## config.mk

```make
export PLATFORM = sky130hd
export DESIGN_NAME = frame_bank_scheduler_flat
export DESIGN_NICKNAME = d
export VERILOG_FILES = /design/src/rtl/frame_bank_scheduler_if.sv /design/src/rtl/frame_bank_scheduler.sv /design/src/flat_wrapper.sv
export SDC_FILE = /design/constraint.sdc
export NUM_CORES = 1
export LEC_CHECK = 0
export ABC_CLOCK_PERIOD_IN_PS = 4180
export CAP_MARGIN = 25
export CORE_AREA = 2 2 138 140
export CTS_BUF_LIST = sky130_fd_sc_hd__clkbuf_2 sky130_fd_sc_hd__clkbuf_4 sky130_fd_sc_hd__clkbuf_8
export DETAILED_ROUTE_END_ITERATION = 10
export DIE_AREA = 0 0 140 142
export PLACE_DENSITY_LB_ADDON = 0.1
export SLEW_MARGIN = 30
export SYNTH_ARGS = -nofsm -noshare
export SYNTH_HDL_FRONTEND = slang
export SYNTH_SLANG_ARGS = --single-unit
```

## constraint.sdc

```tcl
create_clock -name ddr_clk -period 4.18 [get_ports ddr_clk]
set_input_delay 0.836 -clock ddr_clk [delete_from_list [all_inputs] [get_ports ddr_clk]]
set_output_delay 0.836 -clock ddr_clk [all_outputs]
set_load 0.01 [all_outputs]
```

## src/rtl/frame_bank_scheduler_if.sv

```systemverilog
// Bank-scheduler bus: frame-event inputs from the video paths and the
// bank/base-address outputs consumed by the AXI write and read engines.
interface frame_bank_scheduler_if #(
    parameter int unsigned NUM_CH          = 5,
    parameter int unsigned CTRL_ADDR_WIDTH = 28
);
    logic [NUM_CH-1:0]                 wr_frame_done;
    logic                              rd_frame_start;
    logic [NUM_CH-1:0]                 freeze;
    logic [2*NUM_CH-1:0]               wr_bank;
    logic [2*NUM_CH-1:0]               rd_bank;
    logic [NUM_CH*CTRL_ADDR_WIDTH-1:0] wr_base_addr;
    logic [NUM_CH*CTRL_ADDR_WIDTH-1:0] rd_base_addr;
    logic [NUM_CH-1:0]                 rd_frame_valid;
    logic [8*NUM_CH-1:0]               drop_cnt;

    modport master (
        output wr_frame_done, rd_frame_start, freeze,
        input  wr_bank, rd_bank, wr_base_addr, rd_base_addr, rd_frame_valid, drop_cnt
    );

    modport slave (
        input  wr_frame_done, rd_frame_start, freeze,
        output wr_bank, rd_bank, wr_base_addr, rd_base_addr, rd_frame_valid, drop_cnt
    );
endinterface

```

## src/rtl/frame_bank_scheduler.sv

```systemverilog
// Per-channel triple-buffer scheduler: the writer rotates through the banks
// the reader is not using; the reader latches the newest complete bank at vsync.
module frame_bank_scheduler #(
    parameter int unsigned                   NUM_CH          = 5,
    parameter int unsigned                   CTRL_ADDR_WIDTH = 28,
    parameter logic [CTRL_ADDR_WIDTH-1:0]    BASE_ADDR       = 28'h0,
    parameter logic [CTRL_ADDR_WIDTH-1:0]    CH_STRIDE       = 28'h040_0000,
    parameter logic [CTRL_ADDR_WIDTH-1:0]    FRAME_STRIDE    = 28'h010_0000
) (
    input  logic                  ddr_clk,
    input  logic                  rst,
    frame_bank_scheduler_if.slave bus
);
    localparam int unsigned AW = CTRL_ADDR_WIDTH;

    logic [NUM_CH-1:0][1:0]    wr_bank_q,   wr_bank_d;
    logic [NUM_CH-1:0][1:0]    rd_bank_q,   rd_bank_d;
    logic [NUM_CH-1:0][1:0]    last_done_q, last_done_d;
    logic [NUM_CH-1:0]         have_new_q,  have_new_d;
    logic [NUM_CH-1:0]         valid_q,     valid_d;
    logic [NUM_CH-1:0][7:0]    drop_cnt_q,  drop_cnt_d;

    logic [NUM_CH-1:0]         done_c;
    logic [NUM_CH-1:0]         take_c;
    logic [NUM_CH-1:0][AW-1:0] wr_addr_c;
    logic [NUM_CH-1:0][AW-1:0] rd_addr_c;

    assign done_c = bus.wr_frame_done;
    // Reader only switches when there is something newer than what it shows.
    assign take_c = {NUM_CH{bus.rd_frame_start}} & ~bus.freeze & (have_new_q | done_c);

    always_comb begin
        wr_bank_d   = wr_bank_q;
        rd_bank_d   = rd_bank_q;
        last_done_d = last_done_q;
        have_new_d  = have_new_q;
        valid_d     = valid_q;
        drop_cnt_d  = drop_cnt_q;
        for (int ch = 0; ch < NUM_CH; ch++) begin
            if (done_c[ch]) begin
                last_done_d[ch] = wr_bank_q[ch];
                // Only bank left over when writer and reader occupy the other two.
                wr_bank_d[ch]   = 2'd3 - wr_bank_q[ch] - rd_bank_q[ch];
                have_new_d[ch]  = 1'b1;
                if (have_new_q[ch] && (drop_cnt_q[ch] != 8'hFF)) begin
                    drop_cnt_d[ch] = drop_cnt_q[ch] + 8'd1;
                end
            end
            if (take_c[ch]) begin
                rd_bank_d[ch]  = done_c[ch] ? wr_bank_q[ch] : last_done_q[ch];
                have_new_d[ch] = 1'b0;
                valid_d[ch]    = 1'b1;
            end
        end
    end

    always_ff @(posedge ddr_clk) begin
        if (rst) begin
            wr_bank_q   <= '0;
            rd_bank_q   <= {NUM_CH{2'd1}};
            last_done_q <= {NUM_CH{2'd1}};
            have_new_q  <= '0;
            valid_q     <= '0;
            drop_cnt_q  <= '0;
        end else begin
            wr_bank_q   <= wr_bank_d;
            rd_bank_q   <= rd_bank_d;
            last_done_q <= last_done_d;
            have_new_q  <= have_new_d;
            valid_q     <= valid_d;
            drop_cnt_q  <= drop_cnt_d;
        end
    end

    // Base addresses follow the registered banks directly, wrapping at AW bits.
    always_comb begin
        wr_addr_c = '0;
        rd_addr_c = '0;
        for (int ch = 0; ch < NUM_CH; ch++) begin
            wr_addr_c[ch] = BASE_ADDR + AW'(ch) * CH_STRIDE + AW'(wr_bank_q[ch]) * FRAME_STRIDE;
            rd_addr_c[ch] = BASE_ADDR + AW'(ch) * CH_STRIDE + AW'(rd_bank_q[ch]) * FRAME_STRIDE;
        end
    end

    assign bus.wr_bank        = wr_bank_q;
    assign bus.rd_bank        = rd_bank_q;
    assign bus.rd_frame_valid = valid_q;
    assign bus.drop_cnt       = drop_cnt_q;
    assign bus.wr_base_addr   = wr_addr_c;
    assign bus.rd_base_addr   = rd_addr_c;
endmodule
```

## src/flat_wrapper.sv

```systemverilog
// flat-port wrapper written by rule: the top's interface ports become plain ports
module frame_bank_scheduler_flat 
#(
    parameter int unsigned                   NUM_CH          = 5,
    parameter int unsigned                   CTRL_ADDR_WIDTH = 28,
    parameter logic [CTRL_ADDR_WIDTH-1:0]    BASE_ADDR       = 28'h0,
    parameter logic [CTRL_ADDR_WIDTH-1:0]    CH_STRIDE       = 28'h040_0000,
    parameter logic [CTRL_ADDR_WIDTH-1:0]    FRAME_STRIDE    = 28'h010_0000
)
  (ddr_clk, rst, bus_wr_frame_done, bus_rd_frame_start, bus_freeze, bus_wr_bank, bus_rd_bank, bus_wr_base_addr, bus_rd_base_addr, bus_rd_frame_valid, bus_drop_cnt);
  frame_bank_scheduler_if #(.NUM_CH(NUM_CH), .CTRL_ADDR_WIDTH(CTRL_ADDR_WIDTH)) bus_i ();
  input  logic ddr_clk;
  input  logic rst;
  input wire logic [$bits(bus_i.wr_frame_done)-1:0] bus_wr_frame_done;
  input wire logic [$bits(bus_i.rd_frame_start)-1:0] bus_rd_frame_start;
  input wire logic [$bits(bus_i.freeze)-1:0] bus_freeze;
  output wire logic [$bits(bus_i.wr_bank)-1:0] bus_wr_bank;
  output wire logic [$bits(bus_i.rd_bank)-1:0] bus_rd_bank;
  output wire logic [$bits(bus_i.wr_base_addr)-1:0] bus_wr_base_addr;
  output wire logic [$bits(bus_i.rd_base_addr)-1:0] bus_rd_base_addr;
  output wire logic [$bits(bus_i.rd_frame_valid)-1:0] bus_rd_frame_valid;
  output wire logic [$bits(bus_i.drop_cnt)-1:0] bus_drop_cnt;
  assign bus_i.wr_frame_done = bus_wr_frame_done;
  assign bus_i.rd_frame_start = bus_rd_frame_start;
  assign bus_i.freeze = bus_freeze;
  assign bus_wr_bank = bus_i.wr_bank;
  assign bus_rd_bank = bus_i.rd_bank;
  assign bus_wr_base_addr = bus_i.wr_base_addr;
  assign bus_rd_base_addr = bus_i.rd_base_addr;
  assign bus_rd_frame_valid = bus_i.rd_frame_valid;
  assign bus_drop_cnt = bus_i.drop_cnt;
  frame_bank_scheduler #(.NUM_CH(NUM_CH), .CTRL_ADDR_WIDTH(CTRL_ADDR_WIDTH), .BASE_ADDR(BASE_ADDR), .CH_STRIDE(CH_STRIDE), .FRAME_STRIDE(FRAME_STRIDE)) u_core (.ddr_clk(ddr_clk), .rst(rst), .bus(bus_i));
endmodule
```

==> results of run 1 <==
==> state kept, by name, summed over array words and instances (netlist names) <==
name	count
u_core.bus.drop_cnt	40
u_core.bus.rd_bank	10
u_core.bus.rd_frame_valid	5
u_core.bus.wr_bank	10
u_core.have_new_q	5
u_core.last_done_q	10
==> worst max path at each step <==
stage,start,endpoint,slack [ns],cells after the start
after floorplan,bus_wr_frame_done[3],u_core.bus.drop_cnt[31],2.24,6
after global placement,bus_wr_frame_done[3],u_core.bus.drop_cnt[29],1.46,5
after detailed placement,bus_wr_frame_done[3],u_core.bus.drop_cnt[29],1.47,5
after CTS,bus_wr_frame_done[3],u_core.bus.drop_cnt[29],1.87,5
after global routing,bus_wr_frame_done[1],u_core.bus.drop_cnt[13],1.74,5
final,bus_wr_frame_done[3],u_core.bus.drop_cnt[29],1.85,5
==> worst max-delay path, cell delays in order <==
cell	delay, ns
clkdlybuf4s50_1	0.61
nand2_1	0.15
a41o_1	0.37
or4_1	0.50
a21oi_1	0.14
==> power groups by stage <==
| stage | registers (mW) | clock network (mW) | logic [mW] |
|---|---|---|---|
| global route | 0.853 | 0.728 | 0.401 |
| detailed placement | 0.864 | 0 | 0.357 |
| global placement | 0.864 | 0 | 0.356 |
| CTS | 0.847 | 0.700 | 0.359 |
| floorplan | 0.866 | 0 | 0.424 |
| finish | 0.844 | 0.661 | 0.362 |
==> logic make-up after synthesis <==
kind of cell | after synthesis | share of synthesized area [%]
buf+inv | 309 | 40.8
flops | 80 | 29.2
mux | 11 | 2.01
simple gates | 144 | 13.1
fa+ha+maj | 10 | 2.28
compound gates | 74 | 9.37
xor+xnor | 20 | 3.19
other cells | 2 | 0.137
==> routing by layer <==
| layer | vias to the layer above | track usage, % | wire length, µm |
|---|---|---|---|
| met5 | - | 0 | 0 |
| met4 | 0 | 3.35 | 110 |
| met3 | 10 | 3.97 | 920 |
| met2 | 177 | 16.3 | 5150 |
| met1 | 1643 | 11.5 | 4300 |
| li1 | 1766 | - | - |
==> layout make-up <==
type                            count  area, µm²
Clock buffer                        9        124
Clock inverter                      7        101
Fill cell                        1968      12700
Inverter                           14       52.6
Multi-Input combinational cell    519       2620
Sequential cell                    80       1600
Tap cell                          234        293
Timing Repair Buffer               99        981
==> cell usage in the layout (no fill, tap or decap), drive strengths merged, types with 2 or more instances in the layout <==
| cell type | synthesis | layout |
|---|---|---|
| o21ai | 11 | 11 |
| a211oi | 13 | 13 |
| ha | 10 | 10 |
| nor3b | 5 | 5 |
| nand2b | 2 | 2 |
| xnor2 | 10 | 10 |
| a41o | 2 | 2 |
| or3 | 8 | 8 |
| buf | 291 | 3 |
| xor2 | 10 | 10 |
| nor2 | 55 | 55 |
| o31ai | 8 | 8 |
| inv | 14 | 17 |
| nand3 | 15 | 15 |
| a21oi | 19 | 19 |
| mux2i | 11 | 11 |
| conb | 2 | 260 |
| nor3 | 8 | 8 |
| nand2 | 20 | 20 |
| o22a | 5 | 5 |
| or4 | 11 | 11 |
| clkdlybuf4s50 | 0 | 96 |
| and3 | 3 | 3 |
| clkbuf | 4 | 9 |
| o211ai | 2 | 2 |
| o22ai | 5 | 5 |
| o21a | 2 | 2 |
| nor2b | 7 | 7 |
| and4 | 3 | 3 |
| clkinvlp | 0 | 2 |
| bufinv | 0 | 2 |
| nand4 | 5 | 5 |
| dfxtp | 80 | 80 |
==> through the flow <==
stage | power (mW) | instances | hold slack, ns | util [%] | cell area [µm²]
2_1_floorplan | 1.29 | 908 | 0.477 | - | 6460
3_3_place_gp | 1.22 | 946 | 0.456 | 30.0 | 5550
3_5_place_dp | 1.22 | 946 | 0.465 | 30.0 | 5550
4_1_cts | 1.91 | 962 | 0.489 | 31.3 | 5770
5_1_grt | 1.98 | 962 | 0.512 | 31.3 | 5770
6_report | 1.87 | 962 | 0.483 | 31.3 | 5770
==> results.md, run 1 <==
* Number of antenna violations at the first check in global routing at 0
* Layout net count at approximately 750
* Logic pwr share at 19.4%
* Outcome: finished, violations left
* Hold Crit Start: u_core.bus.rd_frame_valid[4]
* Sequential group share of total power at 45.2%
* Hold-fix buffers at CTS at 0
* Buffer levels on the longest clock path at 2
* Wirelength per Cell at between 10 and 15 µm
* Total of endpoints with negative setup slack in the final report at 0
* Ranking of synthesized cells by instance count: 281 x buf_4, 80 x dfxtp_1, 55 x nor2_1, 20 x nand2_1, 19 x a21oi_1
* Commonest register cell after synthesis: dfxtp_1
* Post-synth top area cell: buf_4
* Avg Cell Area, Syn at 8.44 µm²
* Worst ir drop on vdd at around 150 µV
* Total leakage power at 2.56 nW
* Buffers added on ports at 97
* Startpoint of the worst register-to-register path: u_core.bus.drop_cnt[8]
* Final wirelength at 10,500 µm
* Diodes inserted at 0
* R2r worst-path depth at 5
* Final min period at approximately 2.3 ns
* Minimum setup slack after placement at roughly 1.5 ns
* Highest fanout seen on the critical path at 13
* Most frequent cell after synthesis: buf_4
* Post-synthesis sequential area ratio at 29.2%
* Register-to-register path setup slack at 2.43 ns
* Unrepaired setup endpoints after global routing: false
* TritonCTS clock tree: built
* Overall fraction of global-route tracks in use at approximately a tenth
* Endpoint of the worst hold-timing path: u_core.bus.rd_frame_valid[4]
* Num CTS Buffers at 9
* Pin count of the biggest net entering global routing at 43
* Pwr/cell area at 323 nW/µm²
* Number of H-tree levels at 3
* Failing checks: design-rule violations
* Ratio of cells with drive above 1 in the final layout at 3.57%
* Count of TritonRoute iterations in the first routing pass at 8
* Post-CTS Setup Bufs at 0
* Antenna viol nets, final at 0
* CTS clk-pin slew, worst paths at 0.09 ns
* Highest achievable clock rate at 429 MHz
* Placed wire-length estimate after detailed placement at ~7900 µm
* CORE AREA at about 18,000 µm²
* Wire length of the first global-routing pass at 15,500 µm
* Cell internal power dissipation at 1.29 mW
* End of the worst register-to-register path: u_core.bus.drop_cnt[13]
* Die H at 142 µm
* Setup TNS after final layout at 0 ns
* Crit path setup slack, layout at 1.85 ns
* Via count at 3,596
* Clock latency at the later pin of the worst-skew pair at 0.37 ns
* Net switching power at 0.580 mW
* RD Place Congestion at approximately 0.74
* Switching Fraction at 31.1%
* Number of design-rule violations left by the first detailed-router iteration at 124
* Final count of pins violating max slew at 0
* Post-cts sizing count at 0
* Tightest slew margin relative to the limit at 45.1%
* Crit. End Element: flop
* Clock net sink count at 80
* Cells after synthesis at 650
* Floorplan die width at 140 µm
* Most area-consuming cells after synthesis: buf_4 38%, dfxtp_1 29%, nor2_1 3.8%
* Proportion of netlist area held by the largest area contributor at 38.4%
* Count of different cell masters after synthesis at 44
* Clock Root Buffer: clkbuf_8
* FF+latch count, synth at 80
* Initial standard-cell utilization of the core at between 20% and 30%
* DRC violations left at 25
* Site Rows at 50
* Final hold viol count at 0
* Hold Path Depth at 2
* Worst-case clock skew at 0.00929 ns
* Total congestion overflow at 0
* Post-detailed-route via-to-cell ratio at 3.74
* Worst Tran Pin Value at between 0.8 and 0.9 ns
* Count of flip-flops with a built-in enable after synthesis at 0
* Clock share of power at 35.4%
* Crit path DAT at 2.62 ns
* Critical path startpoint category: input pin
* Vias in the first global route at 3,021
* Critical path type: in -> reg
* Count of synthesis-stage warnings from yosys at 0
* Share of synthesized flip-flops with an asynchronous set or reset at 0%
* Num ports at 358
* Final clock period utilization by the worst path at 55.7%
* Area overhead of the layout relative to synthesis at 5.15%
* Max capacitance violation total at 0
* Hold Crit Class: reg -> reg
* Die Footprint at 19,900 µm²
* Post-Syn Area at 5490 µm²
* Required time of the worst setup path at about 4.5 ns
(Power assumes the default switching activity.)
==> run 2, diff against run 1 <==
--- a/config.mk
+++ b/config.mk
@@ -5,12 +5,12 @@
 export SDC_FILE = /design/constraint.sdc
 export NUM_CORES = 1
 export LEC_CHECK = 0
-export ABC_CLOCK_PERIOD_IN_PS = 4180
+export ABC_CLOCK_PERIOD_IN_PS = 2200
 export CAP_MARGIN = 25
-export CORE_AREA = 2 2 138 140
+export CORE_AREA = 2 2 139 141
 export CTS_BUF_LIST = sky130_fd_sc_hd__clkbuf_2 sky130_fd_sc_hd__clkbuf_4 sky130_fd_sc_hd__clkbuf_8
 export DETAILED_ROUTE_END_ITERATION = 10
-export DIE_AREA = 0 0 140 142
+export DIE_AREA = 0 0 141 143
 export PLACE_DENSITY_LB_ADDON = 0.1
 export SLEW_MARGIN = 30
 export SYNTH_ARGS = -nofsm -noshare
==> constraint.sdc (replaced) <==
create_clock -name ddr_clk -period 2.2 [get_ports ddr_clk]
set_input_delay 0.44 -clock ddr_clk [delete_from_list [all_inputs] [get_ports ddr_clk]]
set_output_delay 0.44 -clock ddr_clk [all_outputs]
set_load 0.01 [all_outputs]
==> run 2 against run 1 <==
  * The flow now finishes without violations
  * Cell area is 0.91% higher
  * First-iteration DRC count is 31% lower
  * Worst setup slack worse by 1.5 ns
  * Flip-flop and latch count stayed put
  * Combinational power is 95% higher
  * Critical endpoint is now bus_drop_cnt[26]
  * Largest cell class unchanged
==> results.md, run 2 (same netlist as run 1, synthesis figures left out) <==
* Outcome: finished, final reports clean (was finished, violations left)
* Antenna viol nets, final at 0 (unchanged)
* Buffer levels on the longest clock path at 2 (unchanged)
* Clock share of power at 30.9% (was 35.4%)
* Crit path DAT at 1.44 ns (was 2.62 ns)
* Met3 track demand over resource in global routing at 3.32% (was 3.97%)
* Final clock period utilization by the worst path at between 80% and 90%
* Util after Layout at 31.3% (about the same)
* Clock Root Buffer: clkbuf_8 (unchanged)
* GRT met2 Usage at 16.6% (was 16.3%)
* Num CTS Buffers at 9 (unchanged)
* CTS clk-pin slew, worst paths at 0.08 ns (was 0.09 ns)
* Wire length of the first global-routing pass at 16,100 µm (was 15,500 µm)
* Total of endpoints with negative setup slack in the final report at 0 (unchanged)
* CP peak stage delay at 0.61 ns (about the same)
* Floorplan die width at 141 µm (was 140 µm)
* Wirelength per Cell at 11.2 µm (was 10.9 µm)
* Endpoint of the worst hold-timing path: u_core.bus.drop_cnt[18] (was u_core.bus.rd_frame_valid[4])
* Required time of the worst setup path at 1.76 ns (was 4.47 ns)
* CORE AREA at 18,600 µm² (was 18,500 µm²)
* Startpoint of the worst register-to-register path: u_core.bus.drop_cnt[32] (was u_core.bus.drop_cnt[8])
* Vias in the first global route at 3,101 (was 3,021)
* Pin count of the biggest net entering global routing at 21 (was 43)
* Placed wire-length estimate after detailed placement at 8440 µm (was 7930 µm)
* Register-to-register path setup slack at 0.41 ns (was 2.43 ns)
* Number of design-rule violations left by the first detailed-router iteration at 86 (was 124)
* Clock latency at the later pin of the worst-skew pair at 0.37 ns (about the same)
* Post-CTS Setup Bufs at 0 (unchanged)
* Clock net sink count at 80 (unchanged)
* Count of TritonRoute iterations in the first routing pass at 4 (was 8)
* Number of antenna violations at the first check in global routing at 0 (unchanged)
* Number of H-tree levels at 3 (unchanged)
* Cell with the largest stage delay on the worst path: clkdlybuf4s50_1 (unchanged)
* Busiest metal layer after global routing: met2 (unchanged)
* Number of buffers and inverters on the critical path at 1 (unchanged)
* Logic pwr share at 21.1% (was 19.4%)
* TritonCTS clock tree: built (unchanged)
* Pwr/cell area at 575 nW/µm² (was 323 nW/µm²)
* Num ports at 358 (unchanged)
* Highest fanout seen on the critical path at 8 (was 13)
* Hold Path Depth at 2 (unchanged)
* Total leakage power at 2.61 nW (was 2.56 nW)
* Met1 Usage GRT at 12.2% (was 11.5%)
* DRC violations left at 0 (was 25)
* Flip-flop count of the largest register, all copies and words added at 40 (unchanged)
* Initial standard-cell utilization of the core at 29.5% (was 29.7%)
* Crit. End Element: primary output (was flop)
* Unrepaired setup endpoints after global routing: false (unchanged)
* Area overhead of the layout relative to synthesis at 6.11% (was 5.15%)
* Ratio of cells with drive above 1 in the final layout at 5.26% (was 3.57%)
* Sequential group share of total power at 48.0% (was 45.2%)
* Worst-case clock skew at 0.00453 ns (was 0.00929 ns)
* Via count at 3,704 (was 3,596)
* Die Footprint at 20,200 µm² (was 19,900 µm²)
* Overall fraction of global-route tracks in use at 10.2% (was 9.80%)
* Critical path type: reg -> out (was in -> reg)
* Post-cts sizing count at 0 (unchanged)
* Final min period at 1.88 ns
* Highest-count cells in the layout ignoring fill and taps: 260 x conb_1, 96 x clkdlybuf4s50_1, 80 x dfxtp_1 (unchanged)
* R2r worst-path depth at 4 (was 5)
* End of the worst register-to-register path: u_core.bus.drop_cnt[37] (was u_core.bus.drop_cnt[13])
* Worst ir drop on vdd at 245 µV (was 150 µV)
* Layout net count at 759 (was 746)
* Kind of cell with the highest combined delay on the critical path: buffers and inverters (was simple AND/OR/NAND/NOR gates)
* Critical path startpoint category: flop (was input pin)
* Cell internal power dissipation at 2.25 mW (was 1.29 mW)
* Diodes inserted at 0 (unchanged)
* Final count of pins violating max slew at 0 (unchanged)
* Most common cell after layout, fill and taps aside: conb_1 (unchanged)
* Post-detailed-route via-to-cell ratio at 3.80 (was 3.74)
* Setup TNS after final layout at 0 ns (unchanged)
* RD Place Congestion at 0.748 (was 0.740)
* Final wirelength at 10,900 µm (was 10,500 µm)
* Hold Crit Class: in -> reg (was reg -> reg)
* Net switching power at 1.10 mW (was 0.580 mW)
* Buffers added on ports at 97 (unchanged)
* Die H at 143 µm (was 142 µm)
* Hold Crit Start: rst (was u_core.bus.rd_frame_valid[4])
* Cell Chain, Critical Path: clkdlybuf4s50_1 (was clkdlybuf4s50_1 > nand2_1 > a41o_1 > or4_1 > a21oi_1)
* Highest achievable clock rate at 531 MHz
* Final hold viol count at 0 (unchanged)
* Total congestion overflow at 0 (unchanged)
* Stages on the worst setup path at 1 (was 5)
* Switching Fraction at 32.8% (was 31.1%)
* Max capacitance violation total at 0 (unchanged)
* Hold-fix buffers at CTS at 0 (unchanged)
* Site Rows at 50 (unchanged)
run 2: cell types whose count changed in the layout (fill, tap and decap cells not counted):
cell	before	now
clkinv_2	0	2
clkbuf_8	9	10
inv_6	3	2
bufinv_16	2	0
buf_4	2	15
run 2: power by group through the flow:
stage / Sequential (mW) / Clock (mW) / Combinational [mW]
final: 1.61 / 1.04 / 0.705
after floorplan: 1.65 / 0 / 0.806
after CTS: 1.61 / 1.10 / 0.700
after detailed placement: 1.64 / 0 / 0.696
after global routing: 1.62 / 1.15 / 0.783
after global placement: 1.64 / 0 / 0.694
run 2: routing by layer:
layer / up-vias / share of wire, % / wire (µm)
li1: 1806 / - / -
met1: 1692 / 42 / 4540
met2: 194 / 49 / 5320
met3: 12 / 7.6 / 833
met4: 0 / 1.8 / 192
met5: - / 0 / 0
run 2: worst max-delay path by stage:
stage / start / to / slack (ns)
global placement: bus_wr_frame_done[3] / u_core.bus.drop_cnt[29] / 0.11
floorplan: u_core.bus.drop_cnt[8] / u_core.bus.drop_cnt[13] / 0.61
finish: u_core.bus.drop_cnt[26] / bus_drop_cnt[26] / 0.32
CTS: u_core.bus.drop_cnt[26] / bus_drop_cnt[26] / 0.26
global route: u_core.bus.drop_cnt[26] / bus_drop_cnt[26] / 0.20
detailed placement: bus_wr_frame_done[3] / u_core.bus.drop_cnt[29] / 0.1
run 2: worst register-to-register path: cells and delay by family (launching register included):
kind                     cells  cell delay (ns)
flip-flops                   1             0.37
AND/OR/NAND/NOR              1             0.51
AO/OA/AOI/OAI                2             0.57
adder cells (fa/ha/maj)      1             0.28
run 2: cell type report:
class	instances	area [µm²]
flip-flops and latches	80	1600
well taps	234	293
clock buffers	10	138
multi-input cells	519	2620
fillers	2010	12800
repair buffers	112	1080
inverters	14	52.6
clock inverters	6	42.5
run 2: metrics by stage:
stage | instances | hold slack, ns | area (µm²) | total power, mW | worst slack, ns
2_1_floorplan | 908 | 0.477 | 6460 | 2.45 | 0.605
3_3_place_gp | 959 | 0.458 | 5640 | 2.34 | 0.112
3_5_place_dp | 959 | 0.456 | 5640 | 2.34 | 0.0956
4_1_cts | 975 | 0.443 | 5820 | 3.41 | 0.264
5_1_grt | 975 | 0.479 | 5820 | 3.56 | 0.205
6_report | 975 | 0.451 | 5820 | 3.35 | 0.317
==> run 3, diff against run 2 <==
--- a/config.mk
+++ b/config.mk
@@ -7,10 +7,11 @@
 export LEC_CHECK = 0
 export ABC_CLOCK_PERIOD_IN_PS = 2200
 export CAP_MARGIN = 25
-export CORE_AREA = 2 2 139 141
+export CORE_AREA = 2 2 140 142
 export CTS_BUF_LIST = sky130_fd_sc_hd__clkbuf_2 sky130_fd_sc_hd__clkbuf_4 sky130_fd_sc_hd__clkbuf_8
 export DETAILED_ROUTE_END_ITERATION = 10
-export DIE_AREA = 0 0 141 143
+export DIE_AREA = 0 0 142 144
+export DONT_BUFFER_PORTS = 1
 export PLACE_DENSITY_LB_ADDON = 0.1
 export SLEW_MARGIN = 30
 export SYNTH_ARGS = -nofsm -noshare
==> run 3 against run 2 <==
  * Sequential power grew 4%
  * Critical path depth grew 4
  * Clock power grew 18%
  * Combinational power shrank 45%
  * Worst setup slack gained 0.13 ns
  * Largest power group unchanged
  * Cell area shrank 17%
  * Clock skew grew 0.0087 ns
  * Cell count shrank 11%
  * Power shrank 1.6%
  * Global-route usage shrank 1.0 points
==> results.md, run 3 (same netlist as run 1, synthesis figures left out) <==
* Post-CTS Setup Bufs at 0 (unchanged)
* Hold Crit Class: in -> reg (unchanged)
* Worst ir drop on vdd at 282 µV (was 245 µV)
* Tightest slew margin relative to the limit at 61.5%
* Minimum setup slack after placement at 0.473 ns (was 0.0956 ns)
* Final count of pins violating max slew at 0 (unchanged)
* Overall fraction of global-route tracks in use at 9.16% (was 10.2%)
* CORE AREA at 19,100 µm² (was 18,600 µm²)
* Buffers added on ports at 0 (was 97)
* Pwr/cell area at 684 nW/µm² (was 575 nW/µm²)
* Hold-fix buffers at CTS at 0 (unchanged)
* Num CTS Buffers at 9 (unchanged)
* Highest fanout seen on the critical path at 8 (unchanged)
* Final wirelength at 10,100 µm (was 10,900 µm)
* CTS clk-pin slew, worst paths at 0.09 ns (was 0.08 ns)
* Clock Root Buffer: clkbuf_8 (unchanged)
* Setup TNS after final layout at 0 ns (unchanged)
* Wirelength per Cell at 11.6 µm (was 11.2 µm)
* Floorplan die width at 142 µm (was 141 µm)
* Cell Chain, Critical Path: ha_1 > nand4_1 > o211ai_2 > or4_1 > a21oi_1 (was clkdlybuf4s50_1)
* Diodes inserted at 0 (unchanged)
* Total congestion overflow at 0 (unchanged)
* Final min period at 1.75 ns (was 1.88 ns)
* Highest achievable clock rate at 572 MHz (was 531 MHz)
* Wire length of the first global-routing pass at 14,300 µm (was 16,100 µm)
* Number of H-tree levels at 3 (unchanged)
* Final clock period utilization by the worst path at 79.4% (was 85.6%)
* Total leakage power at 2.23 nW (was 2.61 nW)
* TritonCTS clock tree: built (unchanged)
* Total Power at 3.29 mW (was 3.35 mW)
* Initial standard-cell utilization of the core at 28.8% (was 29.5%)
* Via count at 3,300 (was 3,704)
* Max capacitance violation total at 0 (unchanged)
* Required time of the worst setup path at 2.50 ns (was 1.76 ns)
* Worst-case clock skew at 0.0133 ns (was 0.00453 ns)
* Clock net sink count at 80 (unchanged)
* Count of TritonRoute iterations in the first routing pass at 4 (unchanged)
* Die Footprint at 20,400 µm² (was 20,200 µm²)
* Unrepaired setup endpoints after global routing: false (unchanged)
* RD Place Congestion at 0.721 (was 0.748)
* Crit path DAT at 2.05 ns (was 1.44 ns)
* Layout net count at 651 (was 759)
* Post-cts sizing count at 0 (unchanged)
* Ratio of cells with drive above 1 in the final layout at 4.11% (was 5.26%)
* Crit. End Element: flop (was primary output)
* Worst Tran Pin Value at 0.577 ns
* Total of endpoints with negative setup slack in the final report at 0 (unchanged)
* Number of antenna violations at the first check in global routing at 0 (unchanged)
* Vias in the first global route at 2,526 (was 3,101)
* Post-detailed-route via-to-cell ratio at 3.79 (was 3.80)
* Placed wire-length estimate after detailed placement at 7570 µm (was 8440 µm)
* Crit path setup slack, layout at 0.452 ns (was 0.317 ns)
* Buffer levels on the longest clock path at 2 (unchanged)
* Pin count of the biggest net entering global routing at 79 (was 21)
* Site Rows at 51 (was 50)
* Cell with the largest stage delay on the worst path: or4_1 (was clkdlybuf4s50_1)
* Antenna viol nets, final at 0 (unchanged)
* Critical path type: reg -> reg (was reg -> out)
* Die H at 144 µm (was 143 µm)
* Flip-flop count of the largest register, all copies and words added at 40 (unchanged)
* Clock latency at the later pin of the worst-skew pair at 0.37 ns (about the same)
* Highest-count cells in the layout ignoring fill and taps: 260 x conb_1, 80 x dfxtp_1, 55 x nor2_1 (was 260 x conb_1, 96 x clkdlybuf4s50_1, 80 x dfxtp_1)
* Area overhead of the layout relative to synthesis at -12.3% (was 6.11%)
* CP peak stage delay at 0.51 ns (was 0.61 ns)
* Critical path startpoint category: flop (unchanged)
* Number of design-rule violations left by the first detailed-router iteration at 86 (unchanged)
* Outcome: finished, final reports clean (unchanged)
* Most common cell after layout, fill and taps aside: conb_1 (unchanged)
* Num ports at 358 (unchanged)
* Final hold viol count at 0 (unchanged)
* DRC violations left at 0 (unchanged)
* Util after Layout at 25.2% (was 31.3%)
-- run 3: cell types whose count changed in the layout (fill, tap and decap cells not counted), sizes merged --
cell and change:
clkinv +1, clkinvlp -2, inv -2, clkdlybuf4s50 -96
bufinv +2, buf -12
-- run 3: layout make-up --
cell class | instances | area (µm²)
clock buffers | 10 | 131
clock inverters | 5 | 82.6
fillers | 2094 | 14300
inverters | 14 | 52.6
multi-input cells | 519 | 2620
flip-flops and latches | 80 | 1600
well taps | 238 | 298
repair buffers | 4 | 30.0
-- run 3: routing by layer --
layer | vias to the layer above | global-route usage, % | wire length, µm
li1 | 1590 | - | -
met1 | 1515 | 9.86 | 3830
met2 | 184 | 15.0 | 5060
met3 | 11 | 4.90 | 1040
met4 | 0 | 3.84 | 148
met5 | - | 0 | 0
-- run 3: critical path, delay by kind of cell (launching register included) --
family,cells,cell delay (ns)
and+or+nand+nor,2,0.68
adders and majority gates,1,0.26
DFF,1,0.40
AOI/OAI and AO/OA,2,0.35
-- run 3: power by group --
group / internal (mW) / leakage (nW) / switching, mW
clock: 0.648 / 0.110 / 0.584
combinational: 0.0984 / 1.46 / 0.292
sequential: 1.53 / 0.654 / 0.143
-- run 3: final timing paths --
check                              start                     end  slack [ns]  cells past startpoint
setup / recovery  u_core.bus.drop_cnt[0]  u_core.bus.drop_cnt[7]        0.45                      5
setup reg to reg  u_core.bus.drop_cnt[0]  u_core.bus.drop_cnt[7]        0.45                      5
hold / removal                       rst   u_core.bus.wr_bank[3]        0.13                      1
hold reg to reg    u_core.last_done_q[9]   u_core.last_done_q[9]        0.52                      2
-- run 3: per-stage QoR --
| step | instances | hold slack [ns] | cell area, µm² |
|---|---|---|---|
| final | 870 | 0.133 | 4810 |
| after global routing | 870 | 0.0876 | 4810 |
| after CTS | 870 | 0.0969 | 4810 |
| after detailed placement | 855 | 0.508 | 4600 |
| after global placement | 855 | 0.497 | 4600 |
| after floorplan | 908 | 0.477 | 6460 |
